===== src/rtl/mips_ctrl_pkg.sv =====
// Shared encodings for the multi-cycle MIPS main control: opcodes, functs,
// ALUOp codes, mux selects, state encoding and the instruction class bundle.
package mips_ctrl_pkg;

  localparam logic [5:0] OP_RTYPE = 6'b000000;
  localparam logic [5:0] OP_J     = 6'b000010;
  localparam logic [5:0] OP_JAL   = 6'b000011;
  localparam logic [5:0] OP_BEQ   = 6'b000100;
  localparam logic [5:0] OP_BNE   = 6'b000101;
  localparam logic [5:0] OP_ADDIU = 6'b001001;
  localparam logic [5:0] OP_SLTI  = 6'b001010;
  localparam logic [5:0] OP_SLTIU = 6'b001011;
  localparam logic [5:0] OP_LUI   = 6'b001111;
  localparam logic [5:0] OP_LW    = 6'b100011;
  localparam logic [5:0] OP_SW    = 6'b101011;

  localparam logic [5:0] FN_SLL  = 6'b000000;
  localparam logic [5:0] FN_SRL  = 6'b000010;
  localparam logic [5:0] FN_SRA  = 6'b000011;
  localparam logic [5:0] FN_JR   = 6'b001000;
  localparam logic [5:0] FN_ADD  = 6'b100000;
  localparam logic [5:0] FN_ADDU = 6'b100001;
  localparam logic [5:0] FN_SUB  = 6'b100010;
  localparam logic [5:0] FN_SUBU = 6'b100011;
  localparam logic [5:0] FN_AND  = 6'b100100;
  localparam logic [5:0] FN_OR   = 6'b100101;
  localparam logic [5:0] FN_XOR  = 6'b100110;
  localparam logic [5:0] FN_NOR  = 6'b100111;
  localparam logic [5:0] FN_SLT  = 6'b101010;
  localparam logic [5:0] FN_SLTU = 6'b101011;

  localparam logic [2:0] ALU_AND   = 3'b000;
  localparam logic [2:0] ALU_SUB   = 3'b001;
  localparam logic [2:0] ALU_RTYPE = 3'b010;
  localparam logic [2:0] ALU_SLTIU = 3'b011;
  localparam logic [2:0] ALU_SLT   = 3'b100;
  localparam logic [2:0] ALU_LUI   = 3'b101;
  localparam logic [2:0] ALU_ADD   = 3'b110;

  localparam logic [1:0] PC_SRC_ALU    = 2'b00;
  localparam logic [1:0] PC_SRC_ALUOUT = 2'b01;
  localparam logic [1:0] PC_SRC_JUMP   = 2'b10;
  localparam logic [1:0] PC_SRC_RS     = 2'b11;

  localparam logic [1:0] SRC_A_PC    = 2'b00;
  localparam logic [1:0] SRC_A_REG   = 2'b01;
  localparam logic [1:0] SRC_A_SHAMT = 2'b10;

  localparam logic [1:0] SRC_B_REG   = 2'b00;
  localparam logic [1:0] SRC_B_FOUR  = 2'b01;
  localparam logic [1:0] SRC_B_IMM   = 2'b10;
  localparam logic [1:0] SRC_B_IMMSH = 2'b11;

  localparam logic [1:0] DST_RT = 2'b00;
  localparam logic [1:0] DST_RD = 2'b01;
  localparam logic [1:0] DST_RA = 2'b10;

  localparam logic [1:0] WB_ALUOUT = 2'b00;
  localparam logic [1:0] WB_MDR    = 2'b01;
  localparam logic [1:0] WB_PC     = 2'b10;

  typedef enum logic [3:0] {
    S_IF     = 4'd0,
    S_ID     = 4'd1,
    S_MEMADR = 4'd2,
    S_MEMRD  = 4'd3,
    S_MEMWB  = 4'd4,
    S_MEMWR  = 4'd5,
    S_RTEX   = 4'd6,
    S_RTWB   = 4'd7,
    S_IEX    = 4'd8,
    S_IWB    = 4'd9,
    S_BR     = 4'd10,
    S_JMP    = 4'd11,
    S_JAL    = 4'd12,
    S_JR     = 4'd13
  } state_t;

  // Exactly one field is set for any opcode/funct combination.
  typedef struct packed {
    logic mem;
    logic rtype;
    logic jr;
    logic branch;
    logic jump;
    logic jal;
    logic itype;
    logic illegal;
  } instr_class_t;

endpackage


===== src/rtl/mc_instr_class.sv =====
// Combinational opcode/funct classifier feeding the main control FSM, plus the
// few qualifiers the FSM needs within a class (store, bne, sll, I-type ALUOp).
module mc_instr_class
  import mips_ctrl_pkg::*;
(
  input  logic [5:0]   opcode,
  input  logic [5:0]   funct,
  output instr_class_t cls,
  output logic         is_store,
  output logic         is_bne,
  output logic         is_sll,
  output logic [2:0]   imm_alu_op
);

  logic rtype_ok;

  always_comb begin
    rtype_ok = 1'b0;
    case (funct)
      FN_SLL, FN_SRL, FN_SRA, FN_ADD, FN_ADDU, FN_SUB, FN_SUBU,
      FN_AND, FN_OR, FN_XOR, FN_NOR, FN_SLT, FN_SLTU: rtype_ok = 1'b1;
      default: rtype_ok = 1'b0;
    endcase
  end

  always_comb begin
    cls        = '0;
    imm_alu_op = ALU_ADD;
    case (opcode)
      OP_LW, OP_SW:   cls.mem    = 1'b1;
      OP_BEQ, OP_BNE: cls.branch = 1'b1;
      OP_J:           cls.jump   = 1'b1;
      OP_JAL:         cls.jal    = 1'b1;
      OP_ADDIU: begin cls.itype = 1'b1; imm_alu_op = ALU_ADD;   end
      OP_SLTI:  begin cls.itype = 1'b1; imm_alu_op = ALU_SLT;   end
      OP_SLTIU: begin cls.itype = 1'b1; imm_alu_op = ALU_SLTIU; end
      OP_LUI:   begin cls.itype = 1'b1; imm_alu_op = ALU_LUI;   end
      OP_RTYPE: begin
        if (funct == FN_JR) cls.jr      = 1'b1;
        else if (rtype_ok)  cls.rtype   = 1'b1;
        else                cls.illegal = 1'b1;
      end
      default: cls.illegal = 1'b1;
    endcase
  end

  assign is_store = (opcode == OP_SW);
  assign is_bne   = (opcode == OP_BNE);
  assign is_sll   = (funct == FN_SLL);

endmodule


===== src/rtl/mc_main_control.sv =====
// Multi-cycle MIPS main control FSM: sequences IF/ID/EX/MEM/WB and decodes
// the current state into datapath enables and mux selects.
//
//  state    | meaning
//  S_IF     | fetch; wait mem_ack, load IR, PC+4
//  S_ID     | decode; branch target into ALUOut
//  S_MEMADR | LW/SW effective address
//  S_MEMRD  | data read; wait mem_ack
//  S_MEMWB  | write MDR to rt
//  S_MEMWR  | data write; wait mem_ack
//  S_RTEX   | R-type execute
//  S_RTWB   | write ALUOut to rd
//  S_IEX    | I-type execute
//  S_IWB    | write ALUOut to rt
//  S_BR     | BEQ/BNE compare and conditional PC load
//  S_JMP    | J
//  S_JAL    | jump and link PC to $31
//  S_JR     | jump to rs
module mc_main_control
  import mips_ctrl_pkg::*;
#(
  parameter int STATE_W = 4
) (
  input  logic               clk,
  input  logic               rst,
  input  logic [5:0]         opcode,
  input  logic [5:0]         funct,
  input  logic               zero,
  input  logic               mem_ack,
  output logic               mem_read,
  output logic               mem_write,
  output logic               iord,
  output logic               ir_we,
  output logic               pc_we,
  output logic [1:0]         pc_src,
  output logic [1:0]         alu_src_a,
  output logic [1:0]         alu_src_b,
  output logic [2:0]         alu_op,
  output logic               reg_we,
  output logic [1:0]         reg_dst,
  output logic [1:0]         mem_to_reg,
  output logic               illegal_op,
  output logic [STATE_W-1:0] state_dbg
);

  state_t       state, state_nx;
  instr_class_t cls;
  logic         is_store, is_bne, is_sll;
  logic [2:0]   imm_alu_op;

  mc_instr_class u_class (
    .opcode     (opcode),
    .funct      (funct),
    .cls        (cls),
    .is_store   (is_store),
    .is_bne     (is_bne),
    .is_sll     (is_sll),
    .imm_alu_op (imm_alu_op)
  );

  always_ff @(posedge clk) begin
    if (rst) state <= S_IF;
    else     state <= state_nx;
  end

  always_comb begin
    state_nx   = S_IF;
    mem_read   = 1'b0;
    mem_write  = 1'b0;
    iord       = 1'b0;
    ir_we      = 1'b0;
    pc_we      = 1'b0;
    pc_src     = PC_SRC_ALU;
    alu_src_a  = SRC_A_PC;
    alu_src_b  = SRC_B_REG;
    alu_op     = ALU_AND;
    reg_we     = 1'b0;
    reg_dst    = DST_RT;
    mem_to_reg = WB_ALUOUT;
    illegal_op = 1'b0;

    case (state)
      S_IF: begin
        mem_read  = 1'b1;
        alu_src_b = SRC_B_FOUR;
        alu_op    = ALU_ADD;
        ir_we     = mem_ack;
        pc_we     = mem_ack;
        state_nx  = mem_ack ? S_ID : S_IF;
      end
      S_ID: begin
        alu_src_b = SRC_B_IMMSH;
        alu_op    = ALU_ADD;
        if (cls.mem)         state_nx = S_MEMADR;
        else if (cls.rtype)  state_nx = S_RTEX;
        else if (cls.jr)     state_nx = S_JR;
        else if (cls.branch) state_nx = S_BR;
        else if (cls.jump)   state_nx = S_JMP;
        else if (cls.jal)    state_nx = S_JAL;
        else if (cls.itype)  state_nx = S_IEX;
        else begin
          illegal_op = cls.illegal;
          state_nx   = S_IF;
        end
      end
      S_MEMADR: begin
        alu_src_a = SRC_A_REG;
        alu_src_b = SRC_B_IMM;
        alu_op    = ALU_ADD;
        state_nx  = is_store ? S_MEMWR : S_MEMRD;
      end
      S_MEMRD: begin
        mem_read = 1'b1;
        iord     = 1'b1;
        state_nx = mem_ack ? S_MEMWB : S_MEMRD;
      end
      S_MEMWB: begin
        reg_we     = 1'b1;
        reg_dst    = DST_RT;
        mem_to_reg = WB_MDR;
      end
      S_MEMWR: begin
        mem_write = 1'b1;
        iord      = 1'b1;
        state_nx  = mem_ack ? S_IF : S_MEMWR;
      end
      S_RTEX: begin
        alu_src_a = is_sll ? SRC_A_SHAMT : SRC_A_REG;
        alu_src_b = SRC_B_REG;
        alu_op    = ALU_RTYPE;
        state_nx  = S_RTWB;
      end
      S_RTWB: begin
        reg_we  = 1'b1;
        reg_dst = DST_RD;
      end
      S_IEX: begin
        alu_src_a = SRC_A_REG;
        alu_src_b = SRC_B_IMM;
        alu_op    = imm_alu_op;
        state_nx  = S_IWB;
      end
      S_IWB: begin
        reg_we  = 1'b1;
        reg_dst = DST_RT;
      end
      S_BR: begin
        alu_src_a = SRC_A_REG;
        alu_src_b = SRC_B_REG;
        alu_op    = ALU_SUB;
        pc_src    = PC_SRC_ALUOUT;
        pc_we     = is_bne ? ~zero : zero;
      end
      S_JMP: begin
        pc_src = PC_SRC_JUMP;
        pc_we  = 1'b1;
      end
      S_JAL: begin
        pc_src     = PC_SRC_JUMP;
        pc_we      = 1'b1;
        reg_we     = 1'b1;
        reg_dst    = DST_RA;
        mem_to_reg = WB_PC;
      end
      S_JR: begin
        pc_src = PC_SRC_RS;
        pc_we  = 1'b1;
      end
      default: state_nx = S_IF;
    endcase

    // Held in reset: nothing may be requested or written.
    if (rst) begin
      mem_read   = 1'b0;
      mem_write  = 1'b0;
      iord       = 1'b0;
      ir_we      = 1'b0;
      pc_we      = 1'b0;
      pc_src     = 2'b00;
      alu_src_a  = 2'b00;
      alu_src_b  = 2'b00;
      alu_op     = 3'b000;
      reg_we     = 1'b0;
      reg_dst    = 2'b00;
      mem_to_reg = 2'b00;
      illegal_op = 1'b0;
    end
  end

  assign state_dbg = STATE_W'(state);

endmodule


===== config.mk =====
export PLATFORM = sky130hd
export DESIGN_NAME = mc_main_control
export DESIGN_NICKNAME = d
export VERILOG_FILES = /design/src/rtl/mips_ctrl_pkg.sv /design/src/rtl/mc_instr_class.sv /design/src/rtl/mc_main_control.sv
export SDC_FILE = /design/constraint.sdc
export NUM_CORES = 1
export LEC_CHECK = 0
export BUFFER_PORTS_ARGS = -buffer_cell sky130_fd_sc_hd__buf_2
export CORE_MARGIN = 8
export CORE_UTILIZATION = 41
export DETAILED_ROUTE_END_ITERATION = 8
export PLACE_DENSITY = 0.81
export SLEW_MARGIN = 40
export SYNTH_ARGS = -nofsm -noshare
export SYNTH_HDL_FRONTEND = slang
export SYNTH_SLANG_ARGS = --single-unit
export TNS_END_PERCENT = 1

===== constraint.sdc =====
create_clock -name clk -period 1.6 [get_ports clk]
set_clock_uncertainty 0.15 [all_clocks]
set_input_delay 0.16 -clock clk [delete_from_list [all_inputs] [get_ports clk]]
set_output_delay 0.16 -clock clk [all_outputs]
set_load 0.01 [all_outputs]

Word-level counts from Yosys, hierarchy flattened
Memories as Yosys holds them, arrays and structs flattened.
Index checks and enable logic that the tools add are counted.
{"block": "totals", "reg_bits": 4, "rom_bits": 64, "input_bits": 16, "out_inout_bits": 24, "word_cells": 102, "mem_count": 1}
{"memory": "(name not given)", "words": 64, "width": 1, "read_ports": 1, "rd_ports_with_merged_regs": 0, "wr": 0, "line": "mc_instr_class.sv:19", "source": "case (funct)"}
{"block": "op_classes", "eq_ne": 24, "mux": 60, "bitwise_logic": 1, "n_reduce_logical": 15}
{"cell": "2-to-1 mux 1 bit", "n": 32}
{"cell": "equality test 6 x 4 -> 1 bit, second input constant", "n": 5}
{"cell": "2-to-1 mux 4 bit", "n": 7}
{"cell": "one-hot mux 4 bit (7 select lines)", "n": 1}
{"cell": "equality test 4 bit, second input constant", "n": 6}
{"cell": "equality test 4 x 3 -> 1 bit, second input constant", "n": 4}
{"cell": "2-to-1 mux 2 bit", "n": 7}
{"cell": "equality test 6 x 2 -> 1 bit, second input constant", "n": 2}
{"cell": "equality test 6 x 3 -> 1 bit, second input constant", "n": 2}
{"cell": "equality test 6 bit, second input constant", "n": 2}
{"cell": "logical NOT 6 bit", "n": 2}
{"cell": "2-to-1 mux 3 bit", "n": 4}
{"cell": "one-hot mux 2 bit (2 select lines)", "n": 3}
{"cell": "one-hot mux 2 bit (3 select lines)", "n": 2}
{"cell": "one-hot mux 3 bit (4 select lines)", "n": 1}
{"cell": "OR reduction 2 bit", "n": 6}
{"cell": "OR reduction 10 bit", "n": 1}
{"cell": "one-hot mux 3 bit (3 select lines)", "n": 1}
{"cell": "OR reduction 3 bit", "n": 3}
{"cell": "equality test 4 x 2 -> 1 bit, second input constant", "n": 2}
{"cell": "OR reduction 4 bit", "n": 2}
{"cell": "equality test 4 x 1 -> 1 bit, second input constant", "n": 1}
{"cell": "logical NOT 4 bit", "n": 1}
{"cell": "one-hot mux 1 bit (3 select lines)", "n": 1}
{"cell": "2 further kinds", "n": 2}

Logic depth before layout (Yosys ltp)
Gate-level depths: netlist of run 1.
An unclocked memory read counts as a cell.
{"block": "depth", "ltp_word": 13, "mapped_depth": 6}

By module
Synthesis of run 1 repeated with hierarchy kept, for this count alone.
{"block": "hier_totals", "cells_unflattened": 145, "area_unflattened_um2": 878.3}
{"module": "mc_main_control", "instances": 1, "cells_per_inst": 102, "area_per_inst_um2": 624.3, "seq_area_each_um2": 80.1}
{"module": "mc_instr_class", "instances": 1, "cells_per_inst": 43, "area_per_inst_um2": 254.0, "seq_area_each_um2": 0.0}

Least setup slack after synthesis of run 1
Ideal clock, no wire load.
{"block": "synth_path", "path_kind": "flip-flop to output port", "from": "reg state[2] (netlist: state_dbg[2])", "to": "out reg_dst[1]", "arrival_time_ns": 1.698, "required_time_ns": 1.290, "setup_slack_ns": -0.408, "stages_incl_launch_ff": 5, "path_buffers": 3, "cell_sequence": "dfxtp_1 > clkbuf_1 > buf_2 > nor4b_1 > buf_4"}
{"block": "synth_between", "elab_chain_len": 3, "word_cells_on_any_way": 4, "cone_classes": "2 x eq/ne; 2 x mux"}
{"element": "start: declaration", "line": "mc_main_control.sv:46", "source": "state_t state, state_nx;"}
{"element": "start signal: assignment", "line": "mc_main_control.sv:63", "source": "else state <= state_nx;"}
{"element": "equality test 4 bit or equality test 4 x 3 -> 1 bit (tied branches)", "line": "mc_main_control.sv:82", "source": "case (state)"}
{"element": "one-hot mux 2 bit (2 select lines) *", "line": "mc_main_control.sv:82"}
{"element": "2-to-1 mux 2 bit *", "line": "mc_main_control.sv:173", "source": "if (rst) begin"}
{"element": "end: declaration", "line": "mc_main_control.sv:40", "source": "output logic [1:0] reg_dst,"}
Mark *: on every way between the ends. The rest lies on a longest branch, timed or not.

Worst setup path in the final report of run 1
{"block": "layout_path", "from": "reg state[1] (netlist: state_dbg[1])", "to": "out illegal_op"}
{"block": "layout_between", "elab_chain_len": 3}
{"element": "equality test 4 x 1 -> 1 bit", "line": "mc_main_control.sv:82"}
{"element": "2-to-1 mux 1 bit", "line": "mc_main_control.sv:82"}
{"element": "2-to-1 mux 1 bit", "line": "mc_main_control.sv:173"}
{"element": "end: declaration", "line": "mc_main_control.sv:42", "source": "output logic illegal_op,"}
No other way between the ends.

==> metrics.md, run 1 <==
| Metric | Value |
|---|---|
| Power density of the placed cells | `368 nW/µm²` |
| Remaining max-slew budget at the tightest pin | `72.8%` |
| Top post-synthesis cells by area | `sky130_fd_sc_hd__dfxtp_1, sky130_fd_sc_hd__nor2_1, sky130_fd_sc_hd__a21oi_1` |
| Max reg flops | `4` |
| Critical path capture point | `illegal_op` |
| Fraction of final layout cells with drive strength greater than 1 | `50.3%` |
| Number of vias after detailed routing | `1,239` |
| Syn Area/Cell | `6.39 µm²` |
| Clock slew at reported path FFs | `0.04 ns` |
| Starting density of the core | `42.8%` |
| Filler cell count | `155` |
| Run status | `finished, violations left` |
| Die Outline Area | `3720 µm²` |
| Layout overhead on the synthesized area | `63.3%` |
| Number of nets with antenna violations after detailed routing | `0` |
| Final design instance area without fill | `1360 µm²` |
| Crit. Startpoint | `state_dbg[1]` |
| Worst hold path stage count | `3` |
| Hold violation count in the final report | `0` |
| Number of input and output port buffers inserted | `39` |
| Initial drt markers | `38` |
| Netlist cell types | `47` |
| Detailed-route vias per instance | `5.74` |
| RSZ-0062 raised after global routing | `yes` |
| Post-place setup slack | `-0.209 ns` |
| Number of storage elements in the synthesis netlist | `4` |
| Post-DR wirelength/cell | `15.5 µm` |
| Via count of the first global-routing pass | `1,249` |
| Dominant cell type by area after synthesis | `sky130_fd_sc_hd__dfxtp_1` |
| Critical Setup Path Class | `reg -> out` |
| Required time worst endpoint | `1.29 ns` |
| Cells after Synth | `130` |
| Post-Syn Area | `831 µm²` |
| Critical Path AT | `1.69 ns` |
| Part of the Yosys area used for sequential elements | `9.64%` |
| Leakage Power | `0.637 nW` |
| Number of buffers between clock root and the deepest sink | `2` |
| Min setup slack post-route | `-0.396 ns` |
| Sum of overflow across all layers after global routing | `0` |
| Horizontal die dimension | `61.0 µm` |
| H-Tree Level Count | `1` |
| Fin crit share | `125%` |
| Pin count of the biggest net entering global routing | `25` |
| Peak VDD IR | `0.000390 V` |
| Time the worst path needs with I/O delays and setup | `2.00 ns` |
| Area post-placement | `1240 µm²` |
| Worst-Margin Slew | `0.398 ns` |
| Nature of the critical path endpoint | `output pin` |
| Number of antenna violations at the first check in global routing | `0` |
| First-pass GRT wire length | `5630 µm` |
| Rows | `16` |
| Global placer's final weighted congestion | `0.946` |
| Multi-input combinational cell area | `754 µm²` |
| Vert. Die Dim | `61.0 µm` |
| Num CTS Buffers | `3` |
| Highest clock rate | `501 MHz` |
| Startpoint of the worst register-to-register path | `state_dbg[1]` |
| Root Buffer | `sky130_fd_sc_hd__clkbuf_4` |
| Failing checks | `negative setup slack` |
| Setup TNS | `-3.38 ns` |
| Clk_lat worst skew | `0.25 ns` |
| Final routed wirelength across all metal layers | `3340 µm` |
| Total of endpoints with negative setup slack in the final report | `20` |
| Reg2reg path depth | `5` |
| Worst hold slack | `0.146 ns` |
| Number of iterations in the first detailed-routing pass | `4` |
| Top Ports | `40` |
| Core area | `1940 µm²` |
| Max-slew violation count | `0` |
| Startpoint Class | `register` |
| Setup slack, reg-to-reg | `-0.12 ns` |
| Synth async-reset ratio | `0%` |
| Synth top area share | `9.64%` |
| End of the worst register-to-register path | `state_dbg[3]` |
| CTS tree | `yes` |
| Number of enable-type register cells in the synthesized netlist | `0` |
| Sequential Area | `82.6 µm²` |
| Net count reported at finish | `207` |
| Clock sinks | `4` |
| Path class of the lowest-slack min-delay path | `in -> reg` |
| HPWL after detailed placement | `2600 µm` |
| Post-Syn Nets | `146` |
| CP max FO | `2` |
| Max-cap viol count | `0` |
| Warning count from the yosys run | `0` |
| Total DRC errors in the routed layout | `0` |
| Ant diodes | `0` |
| Top flip-flop cell by instance count after synthesis | `sky130_fd_sc_hd__dfxtp_1` |
| Global Route Usage Sum | `19.6%` |
[synthesized netlist by cell type (all sizes together) (2+ instances only)]
master and count:
a2111oi 4, a211oi 2, a21oi 10, a31oi 2
and3 3, buf 4, clkbuf 7, dfxtp 4
inv 5, nand2 10, nand2b 3, nand3 2
nand3b 3, nor2 19, nor2b 7, nor3 6
nor4 4, nor4b 3, o21ai 8, o21bai 2
o22ai 2, xnor2 2
[layout by cell type, fill, tap and decap left out, types with 4 or more instances in the layout]
cell	instances
sky130_fd_sc_hd__a21oi_1	9
sky130_fd_sc_hd__buf_2	38
sky130_fd_sc_hd__buf_4	24
sky130_fd_sc_hd__inv_1	4
sky130_fd_sc_hd__nand2_1	9
sky130_fd_sc_hd__nor2_1	16
sky130_fd_sc_hd__nor2b_1	5
sky130_fd_sc_hd__nor3_1	5
sky130_fd_sc_hd__o21ai_0	6
[critical path, stage by stage (launching register included)]
cell	delay, ns
sky130_fd_sc_hd__dfxtp_2	0.31
sky130_fd_sc_hd__nand2b_4	0.13
sky130_fd_sc_hd__or3_4	0.33
sky130_fd_sc_hd__or4_4	0.44
sky130_fd_sc_hd__nor2b_4	0.12
sky130_fd_sc_hd__buf_6	0.10
[layer usage]
layer | GRT usage [%] | routed length, µm | up-vias
met2 | 34.7 | 1830 | 48
li1 | - | - | 607
met3 | 4.38 | 189 | 10
met4 | 7.97 | 68 | 0
met5 | 0 | 0 | -
met1 | 22.0 | 1250 | 574
[layout make-up]
class / count / area share (%)
multi-input combinational: 110 / 55.6
timing repair buffer: 67 / 32.7
sequential: 4 / 6.09
tap: 27 / 2.49
clock buffer: 3 / 1.66
inverter: 5 / 1.38
[timing repair]
action | CTS | global route
hold buffers | 0 | 0
endpoints found under the setup margin | 22 | 23
pin swaps | 2 | 0
setup buffers | 0 | 0
gates resized for setup | 18 | 7
[cell families (layout without fill, tap and decap cells)]
logic type             count (synthesis)  after routing  share of synthesized area, %
buffers and inverters                 16             75                          8.89
AND/OR/NAND/NOR                       67             67                          45.0
XOR/XNOR                               3              3                          3.16
flip-flops                             4              4                          9.64
AO/OA/AOI/OAI                         40             40                          33.3
[report_power, final]
group / switching, W / total (W) / internal, W
sequential: 0.00000319 / 0.000107 / 0.000103
combinational: 0.000131 / 0.000256 / 0.000125
clock: 0.0000525 / 0.000137 / 0.0000847
[per-stage QoR]
step                power [W]  std cells  util, %
finish               0.000500        216     69.8
global route         0.000536        216     69.8
CTS                  0.000494        216     68.5
detailed placement   0.000345        213     64.0
global placement     0.000337        213     64.0
floorplan            0.000220        130        -
[worst min-delay path by stage]
stage | endpoint | startpoint | slack [ns]
3_5_place_dp | state_dbg[1] | opcode[4] | 0.39
2_1_floorplan | state_dbg[1] | rst | 0.20
5_1_grt | state_dbg[3] | rst | 0.17
4_1_cts | state_dbg[1] | opcode[4] | 0.13
6_report | state_dbg[3] | rst | 0.15
3_3_place_gp | state_dbg[3] | rst | 0.39
No activity file was read; power rests on OpenSTA's default activity.
==> run 2: changes to the inputs <==
- CORE_ASPECT_RATIO: unset -> 1.1
- CORE_MARGIN: 8 -> unset
==> run 2 against run 1 <==
The run still ends with negative setup slack left. Die area fell by 41%. Design area up 3.0%. Critical path depth is the same. Setup slack worse by 0.0017 ns. Sequential cell count unchanged. Combinational power up 4%. Non-clock buffer count rose by 2. Fmax hardly changed. Power rose by 1.5%. Critical path type unchanged. Largest cell class unchanged.
==> metrics.md, run 2 (synthesis gave the netlist of run 1 again) <==
| Metric | Value |
|---|---|
| Run status | `finished, violations left` |
| Failing checks | `negative setup slack` |
| Global Route Usage Sum | `29.5%` |
| Final routed wirelength across all metal layers | `3090 µm` |
| Path class of the lowest-slack min-delay path | `in -> reg` |
| Proportion of power drawn by combinational gates | `52.6%` |
| Hold violation count in the final report | `0` |
| Root Buffer | `sky130_fd_sc_hd__clkbuf_4` |
| Max-slew violation count | `0` |
| Worst-Margin Slew | `0.390 ns` |
| Max reg flops | `4` |
| Sum of overflow across all layers after global routing | `0` |
| Power density of the placed cells | `363 nW/µm²` |
| Fin crit share | `125%` |
| CTS tree | `yes` |
| Rows | `16` |
| Switching power share of the total | `36.9%` |
| Pin count of the biggest net entering global routing | `25` |
| H-Tree Level Count | `1` |
| Peak VDD IR | `0.000302 V` |
| Die Outline Area | `2210 µm²` |
| Clock sinks | `4` |
| Most utilized layer in the global route result | `met2` |
| Most common cell after layout, fill and taps aside | `sky130_fd_sc_hd__buf_2` |
| Number of iterations in the first detailed-routing pass | `6` |
| Final design instance area without fill | `1400 µm²` |
| Startpoint Class | `register` |
| Leakage Power | `0.657 nW` |
| Global routing usage on met3 | `4.07%` |
| Clk_lat worst skew | `0.25 ns` |
| Top Ports | `40` |
| Ant diodes | `0` |
| Number of input and output port buffers inserted | `39` |
| Clock slew at reported path FFs | `0.04 ns` |
| Total of endpoints with negative setup slack in the final report | `20` |
| Number of buffers between clock root and the deepest sink | `2` |
| Top library cells by usage in the layout, fill and taps aside | `sky130_fd_sc_hd__buf_2, sky130_fd_sc_hd__buf_4, sky130_fd_sc_hd__nor2_1` |
| Number of vias after detailed routing | `1,241` |
| Cell-internal power | `0.000320 W` |
| Critical hold path startpoint | `opcode[4]` |
| RSZ-0062 raised after global routing | `yes` |
| M1 GR Usage | `32.2%` |
| Num CTS Buffers | `3` |
| Critical Setup Path Class | `reg -> out` |
| Number of non-filler instances in the completed layout | `218` |
| Via count of the first global-routing pass | `1,197` |
| Core area | `1840 µm²` |
| Startpoint of the worst register-to-register path | `state_dbg[1]` |
| Starting density of the core | `45.1%` |
| Met2 capacity usage during global routing | `50.7%` |
| Net count reported at finish | `209` |
| Area post-placement | `1260 µm²` |
| Global placer's final weighted congestion | `0.921` |
| Setup slack, reg-to-reg | `-0.13 ns` |
| Initial drt markers | `34` |
| First-pass GRT wire length | `5020 µm` |
| Horizontal die dimension | `44.9 µm` |
| Layout overhead on the synthesized area | `68.2%` |
| Total DRC errors in the routed layout | `0` |
| Fraction of power consumed by sequential logic | `21.0%` |
| Hold-fix buffers, CTS | `0` |
| Time the worst path needs with I/O delays and setup | `2.00 ns` |
| Min setup slack post-route | `-0.398 ns` |
| HPWL after detailed placement | `2320 µm` |
| Post-place setup slack | `-0.336 ns` |
| Net switching power | `0.000187 W` |
| Max-cap viol count | `0` |
| Crit. Startpoint | `state_dbg[1]` |
| Worst Hold End | `state_dbg[1]` |
| Remaining max-slew budget at the tightest pin | `73.3%` |
| CP max FO | `2` |
| Highest clock rate | `501 MHz` |
| End of the worst register-to-register path | `state_dbg[3]` |
| Buffers inserted by post-CTS timing repair | `0` |
| Fraction of final layout cells with drive strength greater than 1 | `49.7%` |
| Number of antenna violations at the first check in global routing | `0` |
| Post-DR wirelength/cell | `14.2 µm` |
| Worst hold path stage count | `4` |
| Critical Path AT | `1.69 ns` |
| Reg2reg path depth | `5` |
| Cell total after placement | `215` |
| Vert. Die Dim | `49.2 µm` |
| Detailed-route vias per instance | `5.69` |
| Required time worst endpoint | `1.29 ns` |
| Number of nets with antenna violations after detailed routing | `0` |
| Fraction of power consumed by the clock network | `26.4%` |
| Nature of the critical path endpoint | `output pin` |
[run 2: worst max path at each step]
stage / to / slack (ns) / cells after the start
6_report: illegal_op / -0.40 / 5
5_1_grt: illegal_op / -0.43 / 5
4_1_cts: illegal_op / -0.41 / 5
3_5_place_dp: alu_op[1] / -0.34 / 7
3_3_place_gp: illegal_op / -0.13 / 5
2_1_floorplan: illegal_op / -0.24 / 5
[run 2: critical path, stage by stage, from the launching register on]
cell                       delay (ns)
sky130_fd_sc_hd__dfxtp_2         0.31
sky130_fd_sc_hd__nand2b_4        0.13
sky130_fd_sc_hd__or3_4           0.34
sky130_fd_sc_hd__or4_4           0.44
sky130_fd_sc_hd__nor2b_4         0.12
sky130_fd_sc_hd__buf_6           0.10
[run 2: per-stage QoR]
step / total power [W] / utilization [%] / hold WS (ns) / TNS, ns
2_1_floorplan: 0.000220 / - / 0.197 / -1.43
3_3_place_gp: 0.000339 / 68.3 / 0.401 / -0.623
6_report: 0.000507 / 75.9 / 0.143 / -3.11
5_1_grt: 0.000541 / 75.9 / 0.176 / -4.80
3_5_place_dp: 0.000347 / 68.3 / 0.408 / -1.08
4_1_cts: 0.000504 / 73.7 / 0.146 / -3.28
[run 2: repair_timing]
item / CTS / global route
endpoints found under the hold margin: 0 / 0
endpoints found under the setup margin: 23 / 23
pin swaps: 2 / 0
resized for setup: 18 / 9
[run 2: cell type report]
cell class	instances	area, µm²
well taps	27	33.8
flip-flops and latches	4	82.6
clock buffers	3	22.5
fillers	145	444
repair buffers	69	468
multi-input cells	110	772
inverters	5	18.8
[run 2: power groups by stage]
stage | Sequential [W] | Combinational [W] | Clock [W]
4_1_cts | 0.000106 | 0.000257 | 0.000141
5_1_grt | 0.000107 | 0.000287 | 0.000147
6_report | 0.000106 | 0.000267 | 0.000134
2_1_floorplan | 0.000109 | 0.000110 | 0
3_5_place_dp | 0.000108 | 0.000240 | 0
3_3_place_gp | 0.000107 | 0.000232 | 0
[run 2: metal layers]
layer  wire length [µm]  vias to the layer above
li1                   -                      607
met1               1200                      573
met2               1620                       51
met3                168                       10
met4                 96                        0
met5                  0                        -
==> run 3: changes to the inputs <==
- CORE_UTILIZATION: 41 -> 42
- PLACE_DENSITY: 0.81 -> 0.82
- SYNTH_HIERARCHICAL: unset -> 1
==> run 3 against run 2 <==
The run still ends with negative setup slack left. Design area grew 11%. Critical path type is now in -> out. Critical path depth grew 2. Non-clock buffer count grew 5. Final cell count grew 9.2%. Routed wire length grew 1.6%. Via count grew 7.4%. Fmax shrank 3.6%. Global-route usage shrank 2.8 points. Sequential share of layout area shrank 0.32 points. Largest cell class unchanged.
==> metrics.md, run 3 <==
| Metric | Value |
|---|---|
| Run status | `finished, violations left` |
| Failing checks | `negative setup slack` |
| Pin count of the biggest net entering global routing | `21` |
| Root Buffer | `sky130_fd_sc_hd__clkbuf_4` |
| Syn Area/Cell | `6.06 µm²` |
| First-pass GRT wire length | `4670 µm` |
| Clock slew at reported path FFs | `0.04 ns` |
| Most common cell after layout, fill and taps aside | `sky130_fd_sc_hd__buf_2` |
| Post-Syn Area | `878 µm²` |
| Filler cell count | `140` |
| Max-slew violation count | `0` |
| Critical path capture point | `illegal_op` |
| RSZ-0062 raised after global routing | `yes` |
| Switching power share of the total | `35.6%` |
| Proportion of power drawn by combinational gates | `55.2%` |
| Number of vias after detailed routing | `1,333` |
| Fin crit share | `130%` |
| Net switching power | `0.000179 W` |
| Peak VDD IR | `0.000374 V` |
| Part of the Yosys area used for sequential elements | `9.12%` |
| Setup slack, reg-to-reg | `-0.20 ns` |
| Top flip-flop cell by instance count after synthesis | `sky130_fd_sc_hd__dfxtp_1` |
| End of the worst register-to-register path | `state_dbg[2]` |
| Worst path slowest cell | `sky130_fd_sc_hd__or4_4` |
| Post-place setup slack | `-0.502 ns` |
| Ant diodes | `0` |
| Worst-Margin Slew | `0.363 ns` |
| Hold-fix buffers, CTS | `0` |
| Clock sinks | `4` |
| Commonest cells in the netlist | `sky130_fd_sc_hd__nor2_1, sky130_fd_sc_hd__nand2_1, sky130_fd_sc_hd__a21oi_1, sky130_fd_sc_hd__nand2b_1, sky130_fd_sc_hd__clkbuf_1` |
| Remaining max-slew budget at the tightest pin | `75.6%` |
| Path class of the lowest-slack min-delay path | `in -> reg` |
| CP max FO | `2` |
| Crit. Startpoint | `funct[1]` |
| Initial drt markers | `31` |
| Post-DR wirelength/cell | `13.2 µm` |
| Leakage Power | `0.673 nW` |
| Synthesized-area fraction occupied by and/or/nand/nor cells | `55.0%` |
| Global Route Usage Sum | `26.7%` |
| Fraction of final layout cells with drive strength greater than 1 | `50.0%` |
| Num CTS Buffers | `3` |
| Max-cap viol count | `0` |
| Reg2reg path depth | `4` |
| Total DRC errors in the routed layout | `0` |
| Portion of netlist area occupied by mux cells | `0%` |
| Min setup slack post-route | `-0.472 ns` |
| Starting density of the core | `44.4%` |
| Maximum cell stage delay along the critical path | `0.55 ns` |
| Number of buffers between clock root and the deepest sink | `2` |
| Horizontal die dimension | `45.6 µm` |
| Final routed wirelength across all metal layers | `3140 µm` |
| Worst hold slack | `0.200 ns` |
| Core area | `1980 µm²` |
| Fraction of power consumed by sequential logic | `21.3%` |
| Post-Route Utilization | `78.1%` |
| H-Tree Level Count | `1` |
| Nature of the critical path endpoint | `output pin` |
| Number of nets with antenna violations after detailed routing | `0` |
| Number of input and output port buffers inserted | `39` |
| Synth top area share | `9.83%` |
| Highest routed metal layer | `met4` |
| Cell-internal power | `0.000324 W` |
| CTS tree | `yes` |
| Cells traversed along the worst timing path | `buf_6 -> or4_4 -> o311ai_4 -> nor3_1 -> nor3_2 -> and4b_1 -> buf_2` |
| Xor and xnor fraction of the mapped netlist area | `1.99%` |
| Synth async-reset ratio | `0%` |
| Hold violation count in the final report | `0` |
| Critical Path AT | `1.76 ns` |
| Number of iterations in the first detailed-routing pass | `4` |
| Top library cells by usage in the layout, fill and taps aside | `sky130_fd_sc_hd__buf_2, sky130_fd_sc_hd__buf_4, sky130_fd_sc_hd__nor2_1` |
| Adder-cell share of the synthesized area | `0%` |
| Max reg flops | `4` |
| Via count of the first global-routing pass | `1,224` |
| Total of endpoints with negative setup slack in the final report | `11` |
| Clk_lat worst skew | `0.22 ns` |
| Top Ports | `40` |
| Number of non-filler instances in the completed layout | `238` |
| Cells after Synth | `145` |
| Number of enable-type register cells in the synthesized netlist | `0` |
| Cell total after placement | `235` |
| Highest clock rate | `483 MHz` |
| Critical Setup Path Class | `in -> out` |
| Post-Syn Nets | `161` |
| Warning count from the yosys run | `6` |
| Number of antenna violations at the first check in global routing | `0` |
| Detailed route wirelength on metal2 | `1700 µm` |
| Met1 WL | `1240 µm` |
| Dominant combinational cell family by area after synthesis | `simple AND/OR/NAND/NOR gates` |
| Die Outline Area | `2280 µm²` |
| Detailed-route vias per instance | `5.60` |
| Layout overhead on the synthesized area | `75.9%` |
| Power density of the placed cells | `325 nW/µm²` |
| Global placer's final weighted congestion | `0.823` |
| Time the worst path needs with I/O delays and setup | `2.07 ns` |
| Net count reported at finish | `228` |
| Sum of overflow across all layers after global routing | `0` |
| Count leader, synth | `sky130_fd_sc_hd__nor2_1` |
| Power after layout | `0.000502 W` |
| Startpoint Class | `primary input` |
| HPWL after detailed placement | `2200 µm` |
| Netlist cell types | `42` |
| Required time worst endpoint | `1.29 ns` |
| Dominant cell type by area after synthesis | `sky130_fd_sc_hd__nor2_1` |
| Number of storage elements in the synthesis netlist | `4` |
| Top post-synthesis cells by area | `sky130_fd_sc_hd__nor2_1, sky130_fd_sc_hd__dfxtp_1, sky130_fd_sc_hd__nand2b_1` |
| Buffers inserted by post-CTS timing repair | `0` |
| Synth Area in Compound Gates | `24.9%` |
| Rows | `17` |
| Startpoint of the worst register-to-register path | `state_dbg[0]` |
| Fraction of power consumed by the clock network | `23.5%` |
| Vert. Die Dim | `50.0 µm` |
| Met3 layer wire length in the routed design | `172 µm` |
-- run 3: cell types whose count changed after synthesis, moves of 2 or more --
| cell | previous run | this run |
|---|---|---|
| sky130_fd_sc_hd__a21oi_1 | 10 | 12 |
| sky130_fd_sc_hd__nor2b_1 | 7 | 4 |
| sky130_fd_sc_hd__nand2b_1 | 2 | 11 |
| sky130_fd_sc_hd__and3_1 | 3 | 1 |
| sky130_fd_sc_hd__clkbuf_1 | 7 | 9 |
| sky130_fd_sc_hd__and2_1 | 1 | 3 |
| sky130_fd_sc_hd__nor2_1 | 19 | 23 |
| sky130_fd_sc_hd__buf_2 | 2 | 0 |
| sky130_fd_sc_hd__inv_1 | 4 | 6 |
| sky130_fd_sc_hd__a2111oi_0 | 3 | 0 |
| sky130_fd_sc_hd__nor4_1 | 3 | 6 |
| sky130_fd_sc_hd__nand2_1 | 10 | 13 |
-- run 3: how the worst min path moves through the flow --
stage          startpoint            to  slack, ns  cells past startpoint
3_3_place_gp      mem_ack  state_dbg[1]       0.42                      4
6_report          mem_ack  state_dbg[1]       0.20                      4
5_1_grt           mem_ack  state_dbg[1]       0.20                      4
3_5_place_dp      mem_ack  state_dbg[1]       0.44                      4
4_1_cts           mem_ack  state_dbg[1]       0.20                      4
2_1_floorplan         rst         ir_we       0.23                      1
-- run 3: repair_timing --
item	CTS	global route
gates resized for setup	25	19
endpoints found under the setup margin	17	21
pin swaps	6	3
-- run 3: cell families after synthesis --
family                    after synthesis
xor gates and xnor gates                2
AOI/OAI and AO/OA                      34
DFF                                     4
and+or+nand+nor                        87
buffers and inverters                  18
-- run 3: stage by stage --
step | TNS [ns] | cell area, µm²
after floorplan | -1.03 | 892
after global placement | -2.47 | 1330
after detailed placement | -2.87 | 1330
after CTS | -1.80 | 1470
after global routing | -3.04 | 1550
final | -2.24 | 1550
-- run 3: power groups by stage --
| stage | registers [W] | clock network, W | logic, W |
|---|---|---|---|
| 6_report | 0.000107 | 0.000118 | 0.000277 |
| 5_1_grt | 0.000107 | 0.000135 | 0.000297 |
| 4_1_cts | 0.000108 | 0.000123 | 0.000260 |
| 3_5_place_dp | 0.000108 | 0 | 0.000236 |
| 3_3_place_gp | 0.000108 | 0 | 0.000227 |
| 2_1_floorplan | 0.000109 | 0 | 0.000117 |
-- run 3: worst max-delay path: cells and delay by family --
| family | cells | cell delay [ns] |
|---|---|---|
| AO/OA/AOI/OAI | 1 | 0.32 |
| buffers and inverters | 2 | 0.22 |
| AND/OR/NAND/NOR | 4 | 1.06 |
-- run 3: cell type report --
| class | count | area (µm²) | area share, % |
|---|---|---|---|
| clock buffers | 3 | 22.5 | 1.46 |
| inverters | 6 | 25.0 | 1.62 |
| multi-input cells | 123 | 861 | 55.7 |
| flip-flops and latches | 4 | 86.3 | 5.59 |
| well taps | 28 | 35.0 | 2.27 |
| repair buffers | 74 | 515 | 33.4 |
-- run 3: per-layer routing --
metal / vias up / track usage (%)
met5: - / 0
met4: 0 / 6.06
met3: 4 / 5.49
met2: 64 / 51.2
met1: 608 / 28.0
li1: 657 / -
